**src/rtl/uart_bus_sched.sv**
```systemverilog
// uart_bus_sched: bus master for simple_uart's 4-register port.
// It programs the baud divider once after reset and then polls SR. Two
// byte-stream requesters share the transmitter by round-robin. Received
// bytes are drained into a one-entry valid/ready output.
// Optional feature macro: UART_SCHED_RX_EN enables the receive path (RDI/WIDR/CLR).
// Without it the rx outputs are tied low and only SR polling and ODR/BSR
// writes ever reach the UART.
// Bus outputs are registered as each state is entered, so the access named
// by a state is on the bus during that state's cycle. The UART's registered
// read data is therefore present in the cycle after the strobe (WSR, WIDR).
module uart_bus_sched #(
    parameter logic [31:0] BAUD_DIV = 32'd2
) (
    input  logic        clk_i,
    input  logic        rst_i,
    output logic        u_sel_o,
    output logic        u_we_o,
    output logic [1:0]  u_addr_o,
    output logic [31:0] u_data_o,
    input  logic [31:0] u_data_i,
    input  logic        tx0_valid_i,
    input  logic [7:0]  tx0_data_i,
    output logic        tx0_ready_o,
    input  logic        tx1_valid_i,
    input  logic [7:0]  tx1_data_i,
    output logic        tx1_ready_o,
    output logic        rx_valid_o,
    output logic [7:0]  rx_data_o,
    output logic        rx_fe_o,
    input  logic        rx_ready_i,
    output logic        init_done_o
);

    typedef enum logic [3:0] {
        ST_INIT,
        ST_BSR,
        ST_POLL,
        ST_WSR,
        ST_RDI,
        ST_WIDR,
        ST_CLR,
        ST_WR,
        ST_GAP
    } state_t;

    localparam logic [1:0] A_ODR = 2'd0;
    localparam logic [1:0] A_IDR = 2'd1;
    localparam logic [1:0] A_BSR = 2'd2;
    localparam logic [1:0] A_SR  = 2'd3;

    state_t      r_state;
    logic        r_sel;
    logic        r_we;
    logic [1:0]  r_addr;
    logic [31:0] r_wdata;
    logic        r_rdy0;
    logic        r_rdy1;
    logic        r_rr_last;
    logic        r_init_done;

    logic        w_any_tx;
    logic        w_grant;
    logic [7:0]  w_grant_data;
    logic        w_sr_busy;

    // Grant channel 1 when it alone is valid, or when both are valid and
    // channel 0 was the last one served.
    assign w_any_tx     = tx0_valid_i | tx1_valid_i;
    assign w_grant      = tx1_valid_i & (~tx0_valid_i | ~r_rr_last);
    assign w_grant_data = w_grant ? tx1_data_i : tx0_data_i;
    assign w_sr_busy    = u_data_i[0];

`ifdef UART_SCHED_RX_EN
    logic        r_rx_valid;
    logic [7:0]  r_rx_data;
    logic        r_rx_fe;
    logic        r_sr_fe;
    logic        w_sr_rx;
    logic        w_unused;

    assign w_sr_rx  = u_data_i[1];
    assign w_unused = ^u_data_i[31:8];

    assign rx_valid_o = r_rx_valid;
    assign rx_data_o  = r_rx_data;
    assign rx_fe_o    = r_rx_fe;
`else
    logic        w_unused;

    assign w_unused = ^{u_data_i[31:1], rx_ready_i};

    assign rx_valid_o = 1'b0;
    assign rx_data_o  = 8'h00;
    assign rx_fe_o    = 1'b0;
`endif

    assign u_sel_o     = r_sel;
    assign u_we_o      = r_we;
    assign u_addr_o    = r_addr;
    assign u_data_o    = r_wdata;
    assign tx0_ready_o = r_rdy0;
    assign tx1_ready_o = r_rdy1;
    assign init_done_o = r_init_done;

    // Sequencer: state, registered bus strobes, grant pulses and rx holding register.
    always_ff @(posedge clk_i or negedge rst_i) begin
        if (!rst_i) begin
            r_state     <= ST_INIT;
            r_sel       <= 1'b0;
            r_we        <= 1'b0;
            r_addr      <= 2'd0;
            r_wdata     <= 32'd0;
            r_rdy0      <= 1'b0;
            r_rdy1      <= 1'b0;
            r_rr_last   <= 1'b1;
            r_init_done <= 1'b0;
`ifdef UART_SCHED_RX_EN
            r_rx_valid  <= 1'b0;
            r_rx_data   <= 8'h00;
            r_rx_fe     <= 1'b0;
            r_sr_fe     <= 1'b0;
`endif
        end else begin
            // Strobes and ready pulses last one cycle unless re-armed below.
            r_sel  <= 1'b0;
            r_we   <= 1'b0;
            r_rdy0 <= 1'b0;
            r_rdy1 <= 1'b0;
`ifdef UART_SCHED_RX_EN
            if (r_rx_valid && rx_ready_i) begin
                r_rx_valid <= 1'b0;
            end
`endif
            case (r_state)
                ST_INIT: begin
                    r_sel       <= 1'b1;
                    r_we        <= 1'b1;
                    r_addr      <= A_BSR;
                    r_wdata     <= BAUD_DIV;
                    r_init_done <= 1'b1;
                    r_state     <= ST_BSR;
                end
                ST_BSR, ST_GAP: begin
                    r_sel   <= 1'b1;
                    r_addr  <= A_SR;
                    r_state <= ST_POLL;
                end
                ST_POLL: begin
                    r_state <= ST_WSR;
                end
                ST_WSR: begin
`ifdef UART_SCHED_RX_EN
                    if (w_sr_rx && !r_rx_valid) begin
                        r_sr_fe <= u_data_i[2];
                        r_sel   <= 1'b1;
                        r_addr  <= A_IDR;
                        r_state <= ST_RDI;
                    end else
`endif
                    if (!w_sr_busy && w_any_tx) begin
                        r_sel     <= 1'b1;
                        r_we      <= 1'b1;
                        r_addr    <= A_ODR;
                        r_wdata   <= {24'd0, w_grant_data};
                        r_rdy0    <= ~w_grant;
                        r_rdy1    <= w_grant;
                        r_rr_last <= w_grant;
                        r_state   <= ST_WR;
                    end else begin
                        r_sel   <= 1'b1;
                        r_addr  <= A_SR;
                        r_state <= ST_POLL;
                    end
                end
`ifdef UART_SCHED_RX_EN
                ST_RDI: begin
                    r_state <= ST_WIDR;
                end
                ST_WIDR: begin
                    r_rx_data  <= u_data_i[7:0];
                    r_rx_fe    <= r_sr_fe;
                    r_rx_valid <= 1'b1;
                    r_sel      <= 1'b1;
                    r_we       <= 1'b1;
                    r_addr     <= A_SR;
                    r_wdata    <= 32'd0;
                    r_state    <= ST_CLR;
                end
                ST_CLR: begin
                    r_state <= ST_GAP;
                end
`endif
                ST_WR: begin
                    r_state <= ST_GAP;
                end
                default: begin
                    r_state <= ST_INIT;
                end
            endcase
        end
    end

endmodule

```
**config.mk**
```make
export PLATFORM = sky130hd
export DESIGN_NAME = uart_bus_sched
export DESIGN_NICKNAME = d
export VERILOG_FILES = /design/src/rtl/uart_bus_sched.sv
export SDC_FILE = /design/constraint.sdc
export NUM_CORES = 1
export LEC_CHECK = 0
export ABC_AREA = 1
export CORE_UTILIZATION = 32
export CTS_CLUSTER_DIAMETER = 50
export CTS_CLUSTER_SIZE = 12
export DETAILED_ROUTE_END_ITERATION = 7
export PLACE_DENSITY = 0.82
export SKIP_LAST_GASP = 1
export SYNTH_ARGS = -nofsm -noshare
export SYNTH_HDL_FRONTEND = slang
export SYNTH_SLANG_ARGS = --single-unit
```
**constraint.sdc**
```tcl
create_clock -name clk_i -period 1.33 [get_ports clk_i]
set_input_delay 0.266 -clock clk_i [delete_from_list [all_inputs] [get_ports clk_i]]
set_output_delay 0.266 -clock clk_i [all_outputs]
set_load 0.1 [all_outputs]
```
**After elaboration in Yosys (flattened, before gate mapping)**

Index checks and enable logic that the tools add are counted.

- Output and inout port bits: 49
- Input bits: 53
- Flip-flop bits (word level): 44
- Logic and storage cells: 44

- Bitwise logic cells: 6
- Multiplexer cells: 14
- Equal/unequal tests: 6
- Reductions and logical operators: 9

Operators by type and width:

| cell | number |
|---|---|
| 32-bit case mux with 2 select lines | 1 |
| 32-bit 2-to-1 mux | 1 |
| 4-bit case mux with 5 select lines | 1 |
| 4-bit by 2-bit equality test with 1-bit output, second input constant | 2 |
| 8-bit 2-to-1 mux | 1 |
| 1-bit 2-to-1 mux | 6 |
| 2-bit case mux with 3 select lines | 1 |
| 4-bit by 1-bit equality test with 1-bit output, second input constant | 1 |
| 4-bit by 3-bit equality test with 1-bit output, second input constant | 1 |
| 4-bit equality test, second input constant | 1 |
| 4-bit zero test | 1 |
| 2-bit AND reduction | 2 |
| 4-bit OR reduction | 1 |
| 3-bit 2-to-1 mux | 1 |
| 1-bit NOT | 3 |
| 3-bit nonzero test | 1 |
| 2-bit 2-to-1 mux | 1 |
| 2-bit inequality test, second input constant | 1 |
| 1-bit OR | 2 |
| 1-bit case mux with 2 select lines | 1 |
| 2-bit nonzero test | 1 |
| 2-bit OR reduction | 1 |
| 1-bit bitwise AND | 1 |
| 1-bit logical AND | 1 |
| 1-bit zero test | 1 |

**Depth between registers and ports, before layout**

Gate-level depths: netlist of run 1.

- Depth in word-level cells: 6
- Mapped depth: 7
- Gate-level depth less buffers: 7

**Worst setup path before layout of run 1**

No wires, ideal clock.

- Kind: register to register
- Start point: register u_addr_o[0] (netlist name)
- End point: register r_addr[0], in the netlist u_addr_o[0]
- Arrival time: 1.146 ns
- Cell stages (with the launch flop): 3
- Clock period less this slack: 1.217 ns
- Library setup time: 0.070 ns
- Slack: 0.113 ns
- Buffers on the path: 0
- Data required time: 1.260 ns
- Cell sequence: dfrtp_1 -> nand3_1 -> nand3_1

RTL lines:

| what | line | RTL |
|---|---|---|
| end signal: assignment | 111 | `r_addr <= 2'd0;` |
| end signal: assignment | 138 | `r_addr <= A_BSR;` |
| end signal: assignment | 145 | `r_addr <= A_SR;` |
| end: declaration | 54 | `logic [1:0] r_addr;` |

**Worst setup path after layout of run 1**

- Start point: register r_state[3]
- End point: register r_rr_last

- Cells in the longest elaborated chain, start to end: 2

RTL lines:

| what | line | RTL |
|---|---|---|
| start: declaration | 51 | `state_t r_state;` |
| start signal: assignment | 108 | `r_state <= ST_INIT;` |
| start signal: assignment | 141 | `r_state <= ST_BSR;` |
| start signal: assignment | 146 | `r_state <= ST_POLL;` |
| 4-bit by 2-bit equality test with 1-bit output | 134 | `case (r_state)` |
| 2-bit AND reduction (no line) | -- |  |
| end signal: assignment | 167 | `r_rr_last <= w_grant;` |
| end: declaration | 58 | `logic r_rr_last;` |

Every way passes these cells.
A chain may end at the register's enable or synchronous reset.

==> impl.org, run 1 <==
** Run
- Max-cap violations in this run came to 0.

** Global routing
- The first global-routing pass estimated 3.65 mm of wire.
- Across every metal layer, demand over resource in global routing totals 0.117.
- Pin count of the biggest net entering global routing :: 21
- The initial antenna violation count was 0.
- Remaining global-route overflow :: 0
- The number of global-route vias before repair is 855.

** Drt
- Before antenna repair, the detailed router went through 4 iterations.
- First DRT Iteration DRCs :: 14
- The count of nets left with antenna violations once routing finished came out at 0.
- Final wirelength :: 2.32 mm
- After detailed routing, the average wire length per cell comes to 9.86 um.
- The routed layout has 962 vias.
- For this run, design rule violations remaining after detail routing come to 0.
- After detailed routing, the number of vias per cell comes to 4.09.

** Power and ir drop
- Switching Fraction :: 0.562
- VDD sags by at most 1320 uV.
- Reported leakage power :: 0.895 nW
- For this design the total switching power over the nets is 2.56 mW.
- Of the total power, registers draw 0.235.
- The share of total power dissipated in combinational logic is 0.676.
- In this run the power density over the cells is 2650 nW/um2.
- The internal power of the cells totals 2.00 mW.
- Of the total power, the clock network draws 0.089.

** Critical path
- Data on the critical path is required at its endpoint by 1520 ps.
- Depth of the worst register-to-register path :: 5
- Worst setup path class :: reg -> reg
- The worst setup path is captured at a flip-flop.
- Critical path launch point type :: flip-flop
- Data arrives at the worst endpoint at 1440 ps.
- Max FO, Critical Path :: 8

** Cells and area
- From synthesis to final layout, the design area changed by 45.2%.
- 0 antenna diodes ended up in the layout.
- For this run, the share of the core covered by cells in the final layout is 0.499.
- Proportion of layout cells with a drive suffix above 1 :: 0.212
- Net count, final :: 243

** Synth
- After synthesis, the mean cell area works out to 8.16 um2.
- The share of the Yosys chip area taken by registers is 0.424.
- Number of standard cells after synthesis :: 145
- Synth top area cells :: sky130_fd_sc_hd__dfrtp_1 40%, sky130_fd_sc_hd__buf_4 22%, sky130_fd_sc_hd__nand2_1 10%
- Of the post-synthesis cell area, the dominant cell type holds 0.402.
- The biggest area contributor in the post-synthesis netlist is sky130_fd_sc_hd__dfrtp_1.
- Counting flops and latches in the post-synthesis netlist gives 20.
- Syn Std Cell Area :: 1180 um2
- Yosys warning count :: 0
- Yosys mapped the design onto 18 distinct sky130hd cell types.

** STA
- Worst slack on hold paths :: 344 ps
- The total count of max-transition violations in the final report is 0.
- Static timing analysis puts the maximum clock frequency at 800 MHz.
- Final Hold Vio Count :: 0
- After layout, the minimum clock period comes to 1250 ps.
- Setup violations remaining at the end of the flow were counted as 0.
- Across the routed clock network, the largest skew measured is 7.71 ps.
- Setup repair after global routing could not meet its margin everywhere.
- Final sum of negative setup slack :: 0 ps
- Final period utilization :: 0.940

** CTS
- In this run the deepest clock path goes through 2 buffers.
- The number of clock buffers added by TritonCTS is 3.
- Clock sinks :: 20
- Latest clock arrival within the worst-skew pair :: 260 ps
- Clock-pin slew was measured on the worst setup and hold paths at 70 ps.
- The root buffer cell chosen for the clock tree is sky130_fd_sc_hd__clkbuf_8.
- CTS tree :: yes
- In this run the number of H-tree levels came out at 1.
- In this run, post-CTS hold repair placed 0 buffers.

** Outcome
- Status :: completed

** Floorplan
- Row generation in the floorplan step produced 21 rows.
- For this configuration, the core starts out at a cell density of 0.344.
- Standard cell core area :: 3440 um2
- The die is 62.8 um wide.
- In this run the count of I/O pins placed on the die edge is 102.
- The die is 62.8 um tall.
- Area of the die :: 3950 um2

** Placement
- Final GP Congestion :: 0.783
- During placement, the flow inserted port buffers numbering 35.
- The HPWL after detailed placement is 1.87 mm.

** Worst hold path
- The worst hold path belongs to the class in -> async.
-- stage by stage --
stage	instance area, um2	cells	worst slack, ps	power [mW]
global route	1720	235	2.49	4.75
floorplan	1310	178	113	3.17
detailed placement	1650	230	-194	4.14
finish	1720	235	79.6	4.56
global placement	1650	230	-167	4.10
CTS	1690	234	50.5	4.55
-- sequential cells by signal (all words and copies together) (netlist names) --
signal       count
u_data_o         8
u_we_o           1
u_addr_o         2
tx0_ready_o      1
r_state          4
tx1_ready_o      1
u_sel_o          1
r_rr_last        1
init_done_o      1
-- final timing paths --
check / startpoint / end / slack (ps)
max: r_state[3] / r_rr_last / 80
min: rst_i / r_state[1] / 340
max reg2reg: r_state[3] / r_rr_last / 80
min reg2reg: r_rr_last / r_rr_last / 520
max in group asynchronous: rst_i / r_rr_last / 720
min in group clk_i: tx1_valid_i / tx0_ready_o / 490
-- logic make-up (layout without fill, tap and decap cells) --
kind of cell / Yosys count / in the layout / synth area share
AND/OR/NAND/NOR: 73 / 73 / 0.285
buffers and inverters: 44 / 55 / 0.258
flip-flops: 20 / 20 / 0.424
AO/OA/AOI/OAI: 7 / 7 / 0.0296
other: 1 / 34 / 0.00317
-- cells in the mapped netlist --
cell / n
sky130_fd_sc_hd__nand3_1: 22
sky130_fd_sc_hd__a21oi_1: 4
sky130_fd_sc_hd__inv_1: 5
sky130_fd_sc_hd__buf_2: 1
sky130_fd_sc_hd__nand2_2: 4
sky130_fd_sc_hd__nor2_4: 2
sky130_fd_sc_hd__nor2_1: 9
sky130_fd_sc_hd__buf_4: 35
sky130_fd_sc_hd__nand3_2: 1
sky130_fd_sc_hd__conb_1: 1
sky130_fd_sc_hd__o21ai_1: 1
sky130_fd_sc_hd__inv_2: 2
sky130_fd_sc_hd__nand2_1: 33
sky130_fd_sc_hd__dfrtp_1: 19
sky130_fd_sc_hd__nor2_2: 2
sky130_fd_sc_hd__buf_6: 1
sky130_fd_sc_hd__o21ai_0: 2
sky130_fd_sc_hd__dfstp_2: 1
-- placed cells by master, fill, tap and decap left out, types with 3 or more instances in the layout --
cell                              count
sky130_fd_sc_hd__buf_12              15
sky130_fd_sc_hd__clkbuf_8             3
sky130_fd_sc_hd__dfrtp_1             19
sky130_fd_sc_hd__conb_1              34
sky130_fd_sc_hd__inv_1                5
sky130_fd_sc_hd__nand2_1             33
sky130_fd_sc_hd__buf_4                9
sky130_fd_sc_hd__a21oi_1              4
sky130_fd_sc_hd__nor2_1               9
sky130_fd_sc_hd__clkdlybuf4s50_1     18
sky130_fd_sc_hd__nand3_1             21
-- worst max-delay path, cell delays in order, from the launching register on --
cell                      delay (ps)
sky130_fd_sc_hd__dfrtp_1         430
sky130_fd_sc_hd__nor2_4          180
sky130_fd_sc_hd__nand3_2         210
sky130_fd_sc_hd__nor2_4          220
sky130_fd_sc_hd__nor2_1           60
sky130_fd_sc_hd__nor2_1           90
-- power groups by stage --
stage               logic [mW]  registers (mW)  clock network [mW]
finish                    3.08            1.07               0.404
global route              3.22            1.10               0.433
CTS                       3.06            1.08               0.415
detailed placement        3.05            1.08                   0
global placement          3.03            1.07                   0
floorplan                 1.08            2.09                   0
-- area by class of cell --
class                           instances  area [um2]
Fill cell                             324        1720
Timing Repair Buffer                   44         573
Inverter                                7        26.3
Tap cell                               46        57.6
Clock buffer                            4        45.0
Multi-Input combinational cell        114         515
Sequential cell                        20         502
-- layer usage --
layer | vias up | global-route usage | routed length, um
met4 | 0 | 0.0262 | 17
met1 | 439 | 0.141 | 964
met3 | 2 | 0.0255 | 152
met2 | 44 | 0.209 | 1180
met5 | - | 0 | 0
li1 | 477 | - | -
-- timing repair --
action | in CTS | in global routing
endpoints found under the setup margin | 0 | 9
buffers inserted | 0 | 1
resized for setup | 0 | 5
Note: power is estimated with default switching activity, not from simulation.
==> run 2, diff against run 1 <==
--- a/config.mk
+++ b/config.mk
@@ -11,6 +11,7 @@
 export CTS_CLUSTER_SIZE = 12
 export DETAILED_ROUTE_END_ITERATION = 7
 export PLACE_DENSITY = 0.82
+export SETUP_SLACK_MARGIN = 0.5
 export SKIP_LAST_GASP = 1
 export SYNTH_ARGS = -nofsm -noshare
 export SYNTH_HDL_FRONTEND = slang
==> run 2 against run 1 <==
First-iteration DRC count increased by 130%. Clock power up 17%. Global-route usage is 4.3 points higher. Routed wire length is 30% higher. Worst setup slack better by 32 ps. Cell count increased by 6.8%. Cell area up 17%. Utilization increased by 8.4 points. Count of clock-buffer cells in the layout did not move. Non-clock buffer count up 16. Critical path depth increased by 2. Critical endpoint is now u_data_o[2]. Largest power group unchanged.
==> impl.org, run 2 (synthesis results as in run 1) <==
** Critical path
- Critical path launch point type :: flip-flop
- STA puts the critical path data arrival time at 1380 ps.
- Worst setup EP type :: flip-flop
- Worst setup path class :: reg -> reg
- In this run the worst path has a maximum fanout of 4.
- The worst register-to-register path begins at r_state[3].
- STA puts the critical path data required time at 1490 ps.
- Tracing the worst setup path back leads to its startpoint at r_state[3].

** Drt
- Count of antenna-violating nets left after detailed routing :: 0
- First DRT Iteration DRCs :: 32
- After detailed routing, the number of remaining DRC violations is 0.
- Final wirelength :: 3.01 mm
- After detailed routing, the average wire length per cell comes to 12.0 um.
- First drt pass iteration count :: 4
- In the routed layout, each cell is associated on average with a via count of 4.32.
- Via count of the routed design :: 1084

** Cells and area
- Number of standard cells in the layout, taps in and fillers out :: 251
- The register with the most flip-flops in the layout has 8 of them.
- Leading cell types in the layout, fill and taps excluded :: 34 x sky130_fd_sc_hd__conb_1, 32 x sky130_fd_sc_hd__nand2_1, 18 x sky130_fd_sc_hd__clkdlybuf4s50_1, 18 x sky130_fd_sc_hd__buf_4
- Antenna Cells :: 0
- Proportion of layout cells with a drive suffix above 1 :: 0.415
- Compared with the post-synthesis result, the final layout area differs by 69.8%.
- Net count, final :: 259
- Fill count :: 285
- The library cell used most frequently in the layout, excluding fill and tap cells, is sky130_fd_sc_hd__conb_1.

** Worst hold path
- Hold WC Path Type :: in -> async

** Power and ir drop
- Clock network power share :: 0.089
- Power Internal :: 2.47 mW
- For this design the ratio of total power to cell area is 2640 nW/um2.
- Peak supply drop :: 880 uV
- Final Total Pwr :: 5.30 mW
- Of the total power, combinational logic draws 0.689.
- Switching Power :: 2.83 mW
- Reported leakage power :: 0.974 nW
- Sequential group share of total power :: 0.222
- Of the total power, the share spent switching nets is 0.534.

** CTS
- Counting every sink on the clock net gives 20.
- The root buffer cell chosen for the clock tree is sky130_fd_sc_hd__clkbuf_8.
- Clock buffer count from CTS :: 3
- CTS built an H-tree with a depth of 1.
- CTS tree :: yes
- Max Buffers Root-to-Sink :: 2
- The number of hold buffers added after CTS was 0.
- Clock-pin slew was measured on the worst setup and hold paths at 70 ps.
- Latest clock arrival within the worst-skew pair :: 270 ps

** Floorplan
- Die Y-Extent :: 62.8 um
- After floorplanning, the core was sized to cover 3440 um2.
- The die covers 3950 um2.
- For this configuration, the core starts out at a cell density of 0.344.
- 102 I/O pins were placed.
- From left edge to right edge, the die measures 62.8 um.
- Placement row count :: 21

** Global routing
- In the global route stage, overall resource usage came out at 0.159.
- Remaining global-route overflow :: 0
- The number of global-route vias before repair is 1037.
- The first global-routing pass estimated 4.72 mm of wire.
- Pin count of the biggest net entering global routing :: 21
- The initial antenna violation count was 0.

** STA
- Final period utilization :: 0.916
- Setup repair after global routing missed its margin :: yes
- For the finished layout, the period the worst path requires is 1220 ps.
- Final Setup Violations :: 0
- Between clock sinks in the finished design, the worst skew comes to 3.69 ps.
- The total count of max-transition violations in the final report is 0.
- For the final routed database, the setup TNS stands at 0 ps.
- Timing would allow up to 821 MHz.
- On the final layout, the worst hold slack is 342 ps.
- The final hold violation count came to 0.

** Placement
- Once detailed placement completed, the half-perimeter wirelength came to 1.94 mm.
- Once placement completed, the tool counted placed cells totaling 233.
- At the end of routability-driven placement, the weighted congestion stood at 0.814.
- In this run the tool buffered the top-level ports with 35 buffer cells.

** Outcome
- Status :: completed

** Run
- Number of max-cap violations :: 0
## run 2: changes by cell type in the layout (fill, tap and decap cells not counted), sizes merged
cell / previous run / this run
buf: 24 / 40
dlygate4sd2: 0 / 2
dlymetal6s2s: 2 / 0
## run 2: worst paths after layout
check                      depth (start not counted)     endpoint  slack (ps)
hold reg to reg                                    2    r_rr_last         530
min in group clk_i                                 2    r_rr_last         530
setup / recovery                                   7  u_data_o[2]         110
hold / removal                                     2  u_data_o[1]         340
setup reg to reg                                   7  u_data_o[2]         110
max in group asynchronous                          2    r_rr_last         720
## run 2: area by class of cell
cell class,instances,area (um2),area share
Clock buffer,4,55.1,0.0274
Inverter,7,28.8,0.0143
Multi-Input combinational cell,114,597,0.297
Sequential cell,20,559,0.278
Tap cell,46,57.6,0.0286
Timing Repair Buffer,60,712,0.354
## run 2: power groups by stage
stage / combinational [mW] / sequential, mW / clock [mW]
2_1_floorplan: 1.12 / 2.22 / 0
3_5_place_dp: 3.14 / 1.19 / 0
5_1_grt: 3.79 / 1.20 / 0.506
3_3_place_gp: 3.09 / 1.18 / 0
4_1_cts: 3.49 / 1.17 / 0.480
6_report: 3.65 / 1.17 / 0.474
## run 2: layer usage
layer / wire length, um / part of all wire / up-vias / track usage
met4: 114 / 0.038 / 0 / 0.128
met3: 166 / 0.055 / 9 / 0.0310
met5: 0 / 0 / - / 0
met1: 1110 / 0.37 / 508 / 0.170
li1: - / - / 512 / -
met2: 1610 / 0.54 / 55 / 0.273
## run 2: through the flow
step | utilization | setup slack (ps) | area [um2]
after floorplan | - | 222 | 1390
after global placement | 0.507 | -132 | 1740
after detailed placement | 0.507 | -188 | 1740
after CTS | 0.570 | 114 | 1960
after global routing | 0.584 | 30.9 | 2010
final | 0.584 | 112 | 2010
## run 2: repair_timing
action / in CTS / in global routing
endpoints found under the hold margin: 0 / 0
pin swaps: 15 / 6
endpoints found under the setup margin: 34 / 35
gates resized for setup: 24 / 6
buffers inserted: 10 / 4
## run 2: critical path, cell delays in order (launching register included)
cell                      delay [ps]
sky130_fd_sc_hd__dfrtp_1         410
sky130_fd_sc_hd__nor2_4          170
sky130_fd_sc_hd__inv_2            70
sky130_fd_sc_hd__nor2_4          110
sky130_fd_sc_hd__nand2_4          90
sky130_fd_sc_hd__buf_6           140
sky130_fd_sc_hd__nand3_2          50
sky130_fd_sc_hd__nand2_1          50
